$ cat src/rtl/ldr_pkg.sv
// Shared types and constants for the LDR lamp controller.
package ldr_pkg;

  localparam int unsigned LDR_W = 8;

  typedef enum logic [1:0] {
    DAY       = 2'd0,
    DUSK_PEND = 2'd1,
    NIGHT     = 2'd2,
    DAWN_PEND = 2'd3
  } lamp_state_t;

  // Lamp is lit in the night state and while a dawn switch is still pending.
  function automatic logic is_lit(input lamp_state_t s);
    return (s == NIGHT) || (s == DAWN_PEND);
  endfunction

endpackage

$ cat src/rtl/ldr_avg.sv
// Window averager: sums 2^AVG_LOG2 accepted readings and publishes the
// truncated mean with a one-cycle valid pulse.
module ldr_avg
  import ldr_pkg::*;
#(
  parameter int unsigned AVG_LOG2 = 2
) (
  input  logic             clk,
  input  logic             rst_n,
  input  logic             enable,
  input  logic [LDR_W-1:0] ldr_data,
  input  logic             ldr_valid,
  output logic [LDR_W-1:0] avg_level,
  output logic             avg_valid
);

  localparam int unsigned ACC_W = LDR_W + AVG_LOG2;
  localparam logic [4:0]  LAST  = 5'((1 << AVG_LOG2) - 1);

  logic [ACC_W-1:0] acc_q;
  logic [ACC_W-1:0] sum;
  logic [4:0]       cnt_q;

  // Sum including the current reading; the top LDR_W bits are sum >> AVG_LOG2.
  assign sum = acc_q + ACC_W'(ldr_data);

  // Accumulate accepted readings; close the window on the last sample, drop it when disabled.
  always_ff @(posedge clk or negedge rst_n) begin
    if (!rst_n) begin
      acc_q     <= '0;
      cnt_q     <= '0;
      avg_level <= '0;
      avg_valid <= 1'b0;
    end else if (!enable) begin
      acc_q     <= '0;
      cnt_q     <= '0;
      avg_valid <= 1'b0;
    end else if (ldr_valid) begin
      if (cnt_q == LAST) begin
        avg_level <= sum[ACC_W-1 -: LDR_W];
        avg_valid <= 1'b1;
        acc_q     <= '0;
        cnt_q     <= '0;
      end else begin
        acc_q     <= sum;
        cnt_q     <= cnt_q + 5'd1;
        avg_valid <= 1'b0;
      end
    end else begin
      avg_valid <= 1'b0;
    end
  end

endmodule

$ cat src/rtl/ldr_lamp_ctrl.sv
// Day/night lamp controller: paces sample requests, averages readings and
// switches the lamp through a hysteresis FSM.
module ldr_lamp_ctrl
  import ldr_pkg::*;
#(
  parameter int unsigned DARK_TH    = 100,
  parameter int unsigned LIGHT_TH   = 200,
  parameter int unsigned AVG_LOG2   = 2,
  parameter int unsigned HOLD_WIN   = 3,
  parameter int unsigned SAMPLE_DIV = 4
) (
  input  logic             clk,
  input  logic             rst_n,
  input  logic             enable,
  input  logic [LDR_W-1:0] ldr_data,
  input  logic             ldr_valid,
  output logic             sample_req,
  output logic [LDR_W-1:0] avg_level,
  output logic             avg_valid,
  output logic             lamp_on,
  output logic [1:0]       state
);

  localparam int unsigned      DIV_W    = $clog2(SAMPLE_DIV);
  localparam logic [DIV_W-1:0] DIV_LAST = DIV_W'(SAMPLE_DIV - 1);
  localparam logic [LDR_W-1:0] DARK_B   = LDR_W'(DARK_TH);
  localparam logic [LDR_W-1:0] LIGHT_B  = LDR_W'(LIGHT_TH);
  localparam logic [3:0]       HOLD_B   = 4'(HOLD_WIN);

  logic [DIV_W-1:0] div_q;
  lamp_state_t      state_q, state_d;
  logic [3:0]       hold_q, hold_d;
  logic             dark, light;

  ldr_avg #(
    .AVG_LOG2 (AVG_LOG2)
  ) u_avg (
    .clk       (clk),
    .rst_n     (rst_n),
    .enable    (enable),
    .ldr_data  (ldr_data),
    .ldr_valid (ldr_valid),
    .avg_level (avg_level),
    .avg_valid (avg_valid)
  );

  // Sample-request divider: pulse on the last count, held at zero while disabled.
  always_ff @(posedge clk or negedge rst_n) begin
    if (!rst_n) begin
      div_q      <= '0;
      sample_req <= 1'b0;
    end else if (!enable) begin
      div_q      <= '0;
      sample_req <= 1'b0;
    end else if (div_q == DIV_LAST) begin
      div_q      <= '0;
      sample_req <= 1'b1;
    end else begin
      div_q      <= div_q + 1'b1;
      sample_req <= 1'b0;
    end
  end

  // FSM state, hold count and lamp register; lamp decodes the next state so it moves with state.
  always_ff @(posedge clk or negedge rst_n) begin
    if (!rst_n) begin
      state_q <= DAY;
      hold_q  <= '0;
      lamp_on <= 1'b0;
    end else begin
      state_q <= state_d;
      hold_q  <= hold_d;
      lamp_on <= is_lit(state_d);
    end
  end

  assign dark  = (avg_level < DARK_B);
  assign light = (avg_level > LIGHT_B);

  // Hysteresis transitions, evaluated only when a new average arrives.
  always_comb begin
    state_d = state_q;
    hold_d  = hold_q;
    if (avg_valid) begin
      unique case (state_q)
        DAY: begin
          if (dark) begin
            if (HOLD_WIN == 1) begin
              state_d = NIGHT;
              hold_d  = '0;
            end else begin
              state_d = DUSK_PEND;
              hold_d  = 4'd1;
            end
          end
        end
        DUSK_PEND: begin
          if (dark) begin
            if (hold_q + 4'd1 == HOLD_B) begin
              state_d = NIGHT;
              hold_d  = '0;
            end else begin
              hold_d  = hold_q + 4'd1;
            end
          end else begin
            state_d = DAY;
            hold_d  = '0;
          end
        end
        NIGHT: begin
          if (light) begin
            if (HOLD_WIN == 1) begin
              state_d = DAY;
              hold_d  = '0;
            end else begin
              state_d = DAWN_PEND;
              hold_d  = 4'd1;
            end
          end
        end
        DAWN_PEND: begin
          if (light) begin
            if (hold_q + 4'd1 == HOLD_B) begin
              state_d = DAY;
              hold_d  = '0;
            end else begin
              hold_d  = hold_q + 4'd1;
            end
          end else begin
            state_d = NIGHT;
            hold_d  = '0;
          end
        end
        default: begin
          state_d = DAY;
          hold_d  = '0;
        end
      endcase
    end
  end

  assign state = state_q;

endmodule
$ cat config.mk
export PLATFORM = sky130hd
export DESIGN_NAME = ldr_lamp_ctrl
export DESIGN_NICKNAME = d
export VERILOG_FILES = /design/src/rtl/ldr_pkg.sv /design/src/rtl/ldr_avg.sv /design/src/rtl/ldr_lamp_ctrl.sv
export SDC_FILE = /design/constraint.sdc
export NUM_CORES = 1
export LEC_CHECK = 0
export BUFFER_PORTS_ARGS = -buffer_cell sky130_fd_sc_hd__clkbuf_2
export CORE_ASPECT_RATIO = 1.1
export CORE_UTILIZATION = 61
export DETAILED_ROUTE_END_ITERATION = 7
export PLACE_DENSITY = 0.84
export SLEW_MARGIN = 25
export SYNTH_ARGS = -nofsm -noshare
export SYNTH_HDL_FRONTEND = slang
export SYNTH_SLANG_ARGS = --single-unit
$ cat constraint.sdc
create_clock -name clk -period 3.1 [get_ports clk]
set_input_delay 0.31 -clock clk [delete_from_list [all_inputs] [get_ports clk]]
set_output_delay 0.31 -clock clk [all_outputs]
set_load 0.01 [all_outputs]
; ---- Word-level counts from Yosys, hierarchy flattened
; Index checks and enable logic that the tools add are counted.
[word_totals]
register_bits = 34
[classes]
add_sub_neg = 4
n_lt_le_gt_ge = 2
eq_ne = 11
n_mux = 27
n_reduce_logical = 4
[op_table]
columns = op, n
row1 = 10-bit two-way mux, 3
row2 = 4-bit two-way mux, 5
row3 = 2-bit two-way mux, 9
row4 = 4-bit case mux with 4 select lines, 1
row5 = 5-bit two-way mux, 3
row6 = 10-bit by 8-bit adder with 10-bit output, 1
row7 = "2-bit == test, second input constant", 5
row8 = "8-bit greater-than comparator, second input constant", 1
row9 = "8-bit by 7-bit less-than comparator with 1-bit output, second input constant", 1
row10 = 2-bit case mux with 4 select lines, 1
row11 = 3-bit AND reduction, 2
row12 = "5-bit by 1-bit adder with 5-bit output, second input constant", 1
row13 = "5-bit by 2-bit == test with 1-bit output, second input constant", 1
row14 = 1-bit two-way mux, 5
row15 = "4-bit by 1-bit adder with 4-bit output, second input constant", 1
row16 = "4-bit by 2-bit == test with 1-bit output, second input constant", 1
row17 = "2-bit != test, second input constant", 2
row18 = "2-bit by 1-bit adder with 2-bit output, second input constant", 1
row19 = "2-bit by 1-bit == test with 1-bit output, second input constant", 1
row20 = 2-bit logical NOT, 1
row21 = "2-bit by 1-bit != test with 1-bit output, second input constant", 1
row22 = 1-bit logical OR, 1

; ---- Longest topological paths before layout
[logic_depth]
depth_word = 8
mapped_depth = 8
mapped_depth_nobuf = 8

; ---- By module
; From an unflattened synthesis, not the netlist that was laid out.
[unflattened]
cells_unflattened = 197
hier_area_um2 = 2028.2
[by_module_without_submodules]
columns = mod, instances, cells_per_inst, area_each_um2, seq_area_each_um2
row1 = ldr_avg, 1, 131, 1368.8, 600.6
row2 = ldr_lamp_ctrl, 1, 66, 659.4, 250.2

; ---- Least setup slack after synthesis
; Ideal clock, no wire load.
[synth_path]
kind = reg-to-reg
startpoint = register u_avg.acc_q[0]
endpoint = register u_avg.avg_level[4]
setup_ps = 125
arrival_ps = 1705
required_time_ps = 2975
slack_ps = 1271
stages_incl_launch_ff = 9
path_buffers = 0
period_less_slack_ps = 1829
cell_sequence = dfrtp_1 ha_1 inv_1 fa_1 nor2b_1 o31a_1 o22ai_1 xnor2_1 mux2_2
[synth_between]
elab_chain_len = 1
[synth_rtl]
columns = item, line
row1 = "start, declared", ldr_avg.sv:20  ; logic [ACC_W-1:0] acc_q;
row2 = "start signal, assigned", ldr_avg.sv:45  ; acc_q <= sum;
row3 = 10-bit by 8-bit adder with 10-bit output, ldr_avg.sv:25  ; assign sum = acc_q + ACC_W'(ldr_data);
row4 = "end signal, assigned", ldr_avg.sv:40  ; avg_level <= sum[ACC_W-1 -: LDR_W];
row5 = "end, declared", ldr_avg.sv:13  ; output logic [LDR_W-1:0] avg_level,
; No other way between the ends.
; A chain may end at the register's enable or synchronous reset.

; ---- Worst setup path in the final report
[layout_path]
startpoint = register hold_q[0]
endpoint = register hold_q[0]
[layout_between]
elab_chain_len = 5
elab_cells_between_ends = 6
[layout_rtl]
columns = item, line
row1 = "start, declared", ldr_lamp_ctrl.sv:32  ; logic [3:0] hold_q, hold_d;
row2 = "start signal, assigned", ldr_lamp_ctrl.sv:72  ; hold_q <= hold_d;
row3 = 4-bit by 1-bit adder with 4-bit output (*), -
row4 = 4-bit by 2-bit == test with 1-bit output, "ldr_lamp_ctrl.sv:99, ldr_lamp_ctrl.sv:123"
row5 = 4-bit two-way mux (*), "ldr_lamp_ctrl.sv:99, ldr_lamp_ctrl.sv:123"
row6 = "4-bit two-way mux, on equally long branches", "ldr_lamp_ctrl.sv:122, ldr_lamp_ctrl.sv:98"
row7 = 4-bit case mux with 4 select lines (*), ldr_lamp_ctrl.sv:85  ; unique case (state_q)
; Every way passes the cells marked *; elsewhere a longest branch is shown, timed or not.

==> impl_metrics.json <==
{
  "tns_ps": 0,
  "synth_mux_area_share_pct": 2.96,
  "start_util_pct": 65.8,
  "cts_resized": 0,
  "dp_hpwl_um": 2760,
  "fin_crit_ps": 2020,
  "synth-seq-cells": 34,
  "cap_violations": 0,
  "critPathTopFamily": "compound AO/OA/AOI/OAI gates",
  "die-width_um": 54.6,
  "seq_area_frac_synth_pct": 45.8,
  "cp_slowest_cell": "dfrtp_1",
  "tightest_slew_ps": 948,
  "syn_nets": 207,
  "path_cells": "inv_1 -> ha_1 -> and3_1 -> a31oi_1 -> o21ai_0 -> mux2_2 -> a22oi_1",
  "reg2reg_to": "hold_q[0]",
  "setup_viol": 0,
  "synth_simple_gate_area_share_pct": 14.8,
  "netlist_top_cells_area": "dfrtp_1 46%, ha_1 8.1%, nand2_1 4.4%",
  "max_stage_delay_ps": 440,
  "powerDensity_mw_per_mm2": 479,
  "die_h_um": 59.9,
  "rsz0062_at_grt": "false",
  "clock_sinks": 34,
  "cts_tree": "built",
  "synthAdderAreaFrac_pct": 9.15,
  "io_buffers": 24,
  "fmax_mhz": 494,
  "clock_latency_ps": 320,
  "grt_use_total_pct": 24.9,
  "netlist_instances": 182,
  "synthXorXnorAreaFrac_pct": 3.77,
  "cts_hold_repair.buffers": 0,
  "min_path_type": "primary input to async pin",
  "peakVddDrop_mv": 0.420,
  "postCtsSetupRepairBufs": 0,
  "path_buf_inv": 1,
  "placedCellCount": 238,
  "r2r_cells": 7,
  "wl_met3_um": 95,
  "place_area_mm2": 0.00202,
  "skew_ps": 5.50,
  "cts.clk_slew.worst_paths_ps": 90,
  "drtAntennaViolNets": 0,
  "fin_ws_ps": 1080,
  "grt_pass1_wl_um": 5820,
  "drt-total-wl_um": 3580,
  "crit_cells": 7,
  "synth_top_family_by_area": "compound AO/OA/AOI/OAI gates",
  "drt_pass1_iterations": 4,
  "cts-root-buf": "clkbuf_4",
  "cts-htree-levels": 2,
  "synthDistinctLibCells": 45,
  "synth_ff_type": "dfrtp_1",
  "cp_max_fo": 5,
  "status": "finished clean",
  "nets": 237,
  "synth_compound_area_share_pct": 21.5,
  "synth_top_area_share_pct": 45.8,
  "met1_length_um": 1550,
  "rows": 20,
  "dr_wl_met2_um": 1890,
  "drv_slew": 0,
  "drt_iter0_markers": 47,
  "grt_pass1_vias": 1406,
  "yosysTopAreaCell": "dfrtp_1",
  "cp.arrival_ps": 2260,
  "numCtsBuffers": 5,
  "antenna_found_initial": 0,
  "drive_gt1_share_pct": 18.9,
  "fin_crit_sh_pct": 65.2,
  "startpoint": "hold_q[0]",
  "required_ps": 3340,
  "drt-vias-per-instance": 5.98,
  "die_area_mm2": 0.00327,
  "vias": 1466,
  "pre_cts_slack_ps": 1070,
  "setup.worst_path.end": "hold_q[0]",
  "final_area_mm2": 0.00207,
  "highest_layer": "met4",
  "start_kind": "register",
  "syn_area_per_cell_um2": 10.2,
  "timing.rr.start": "hold_q[0]",
  "yosysWarningCount": 0,
  "synth_area_mm2": 0.00186,
  "drc": 0,
  "gp_congestion": 0.847,
  "fin_cells": 245,
  "p_leak_nw": 1.02,
  "core_area_mm2": 0.00283,
  "grt_max_degree": 35,
  "relSlewSlack_pct": 36.7,
  "end_kind": "register",
  "synth_edf_count": 0,
  "crit_type": "register to register",
  "cts_buffer_depth": 2,
  "grt_overflow_total": 0,
  "hold_viol_final": 0,
  "ys_async_sr_fraction_pct": 100,
  "avgRoutedWirePerCell_um": 14.6,
  "io_pins": 25,
  "r2r_slack_ps": 1080,
  "layout-area-overhead-vs-synth_pct": 11.1,
  "diodes": 0
}
## worst reg2reg max path, delay by kind of cell (launching register included)
family	cells	cell delay (ps)
fa+ha+maj	1	210
buf+inv	1	110
simple gates	1	180
compound gates	3	690
mux	1	310
flops	1	440
## through the flow
stage	total power [mW]	hold WS (ps)	utilization (%)
after floorplan	0.700	14.4	-
after global placement	0.769	424	71.5
after detailed placement	0.784	431	71.5
after CTS	1.00	86.7	73.1
after global routing	1.05	140	73.1
final	0.990	78.0	73.1
## cells in the final DEF, fill, tap and decap left out, types with 5 or more instances in the layout
cell type and count:
a21oi_1 8, inv_1 7, a22o_1 8, nand2_1 22, ha_1 12, clkbuf_2 24
xnor2_1 7, dfrtp_1 34, nor2_1 5, o21ai_0 16, clkbuf_4 5
## power by group
part           internal [mW]  leakage (nW)  switching (mW)
sequential             0.487         0.462          0.0438
clock                 0.0855        0.0254           0.130
combinational          0.110         0.528           0.133
## sequential cells by signal, indices dropped and copies added, names as in the netlist
register,count
div_q,2
hold_q,4
lamp_on,1
sample_req,1
state,2
u_avg.acc_q,10
u_avg.avg_level,8
u_avg.avg_valid,1
u_avg.cnt_q,5
## cell usage after synthesis (all sizes together) (2+ instances only)
cell type,number
dfrtp,34
nand2,22
o21ai,18
ha,12
a21oi,8
a22o,8
inv,7
xnor2,7
nor2,5
a21o,4
and2,4
mux2,4
a31oi,3
nand4,3
nor3,3
nor3b,3
or2,3
a211oi,2
clkbuf,2
nand2b,2
nand3,2
nor2b,2
o22ai,2
o2bb2ai,2
o311a,2
o31a,2
o31ai,2
## area by class of cell
class	instances	area [um^2]
multi-input cells	138	971
flip-flops and latches	34	851
well taps	33	41.3
fillers	225	762
clock buffers	7	45.0
repair buffers	25	128
inverters	8	30.0
## per-layer routing
metal	track usage, %	vias to the layer above
li1	-	726
met1	28.5	708
met2	45.4	26
met3	4.58	6
met4	7.69	0
met5	0	-
## kinds of logic after synthesis
kind of cell	after synthesis
adder cells (fa/ha/maj)	13
AO/OA/AOI/OAI	58
buffers and inverters	10
XOR/XNOR	8
AND/OR/NAND/NOR	54
multiplexers	5
flip-flops	34
## worst min-delay path by stage
stage,from,end,depth (start not counted)
finish,rst_n,hold_q[2],1
global route,rst_n,hold_q[2],1
CTS,rst_n,u_avg.cnt_q[3],1
detailed placement,div_q[0],div_q[0],1
global placement,div_q[0],div_q[0],1
floorplan,rst_n,div_q[0],0
Note: power is estimated with default switching activity, not from simulation.
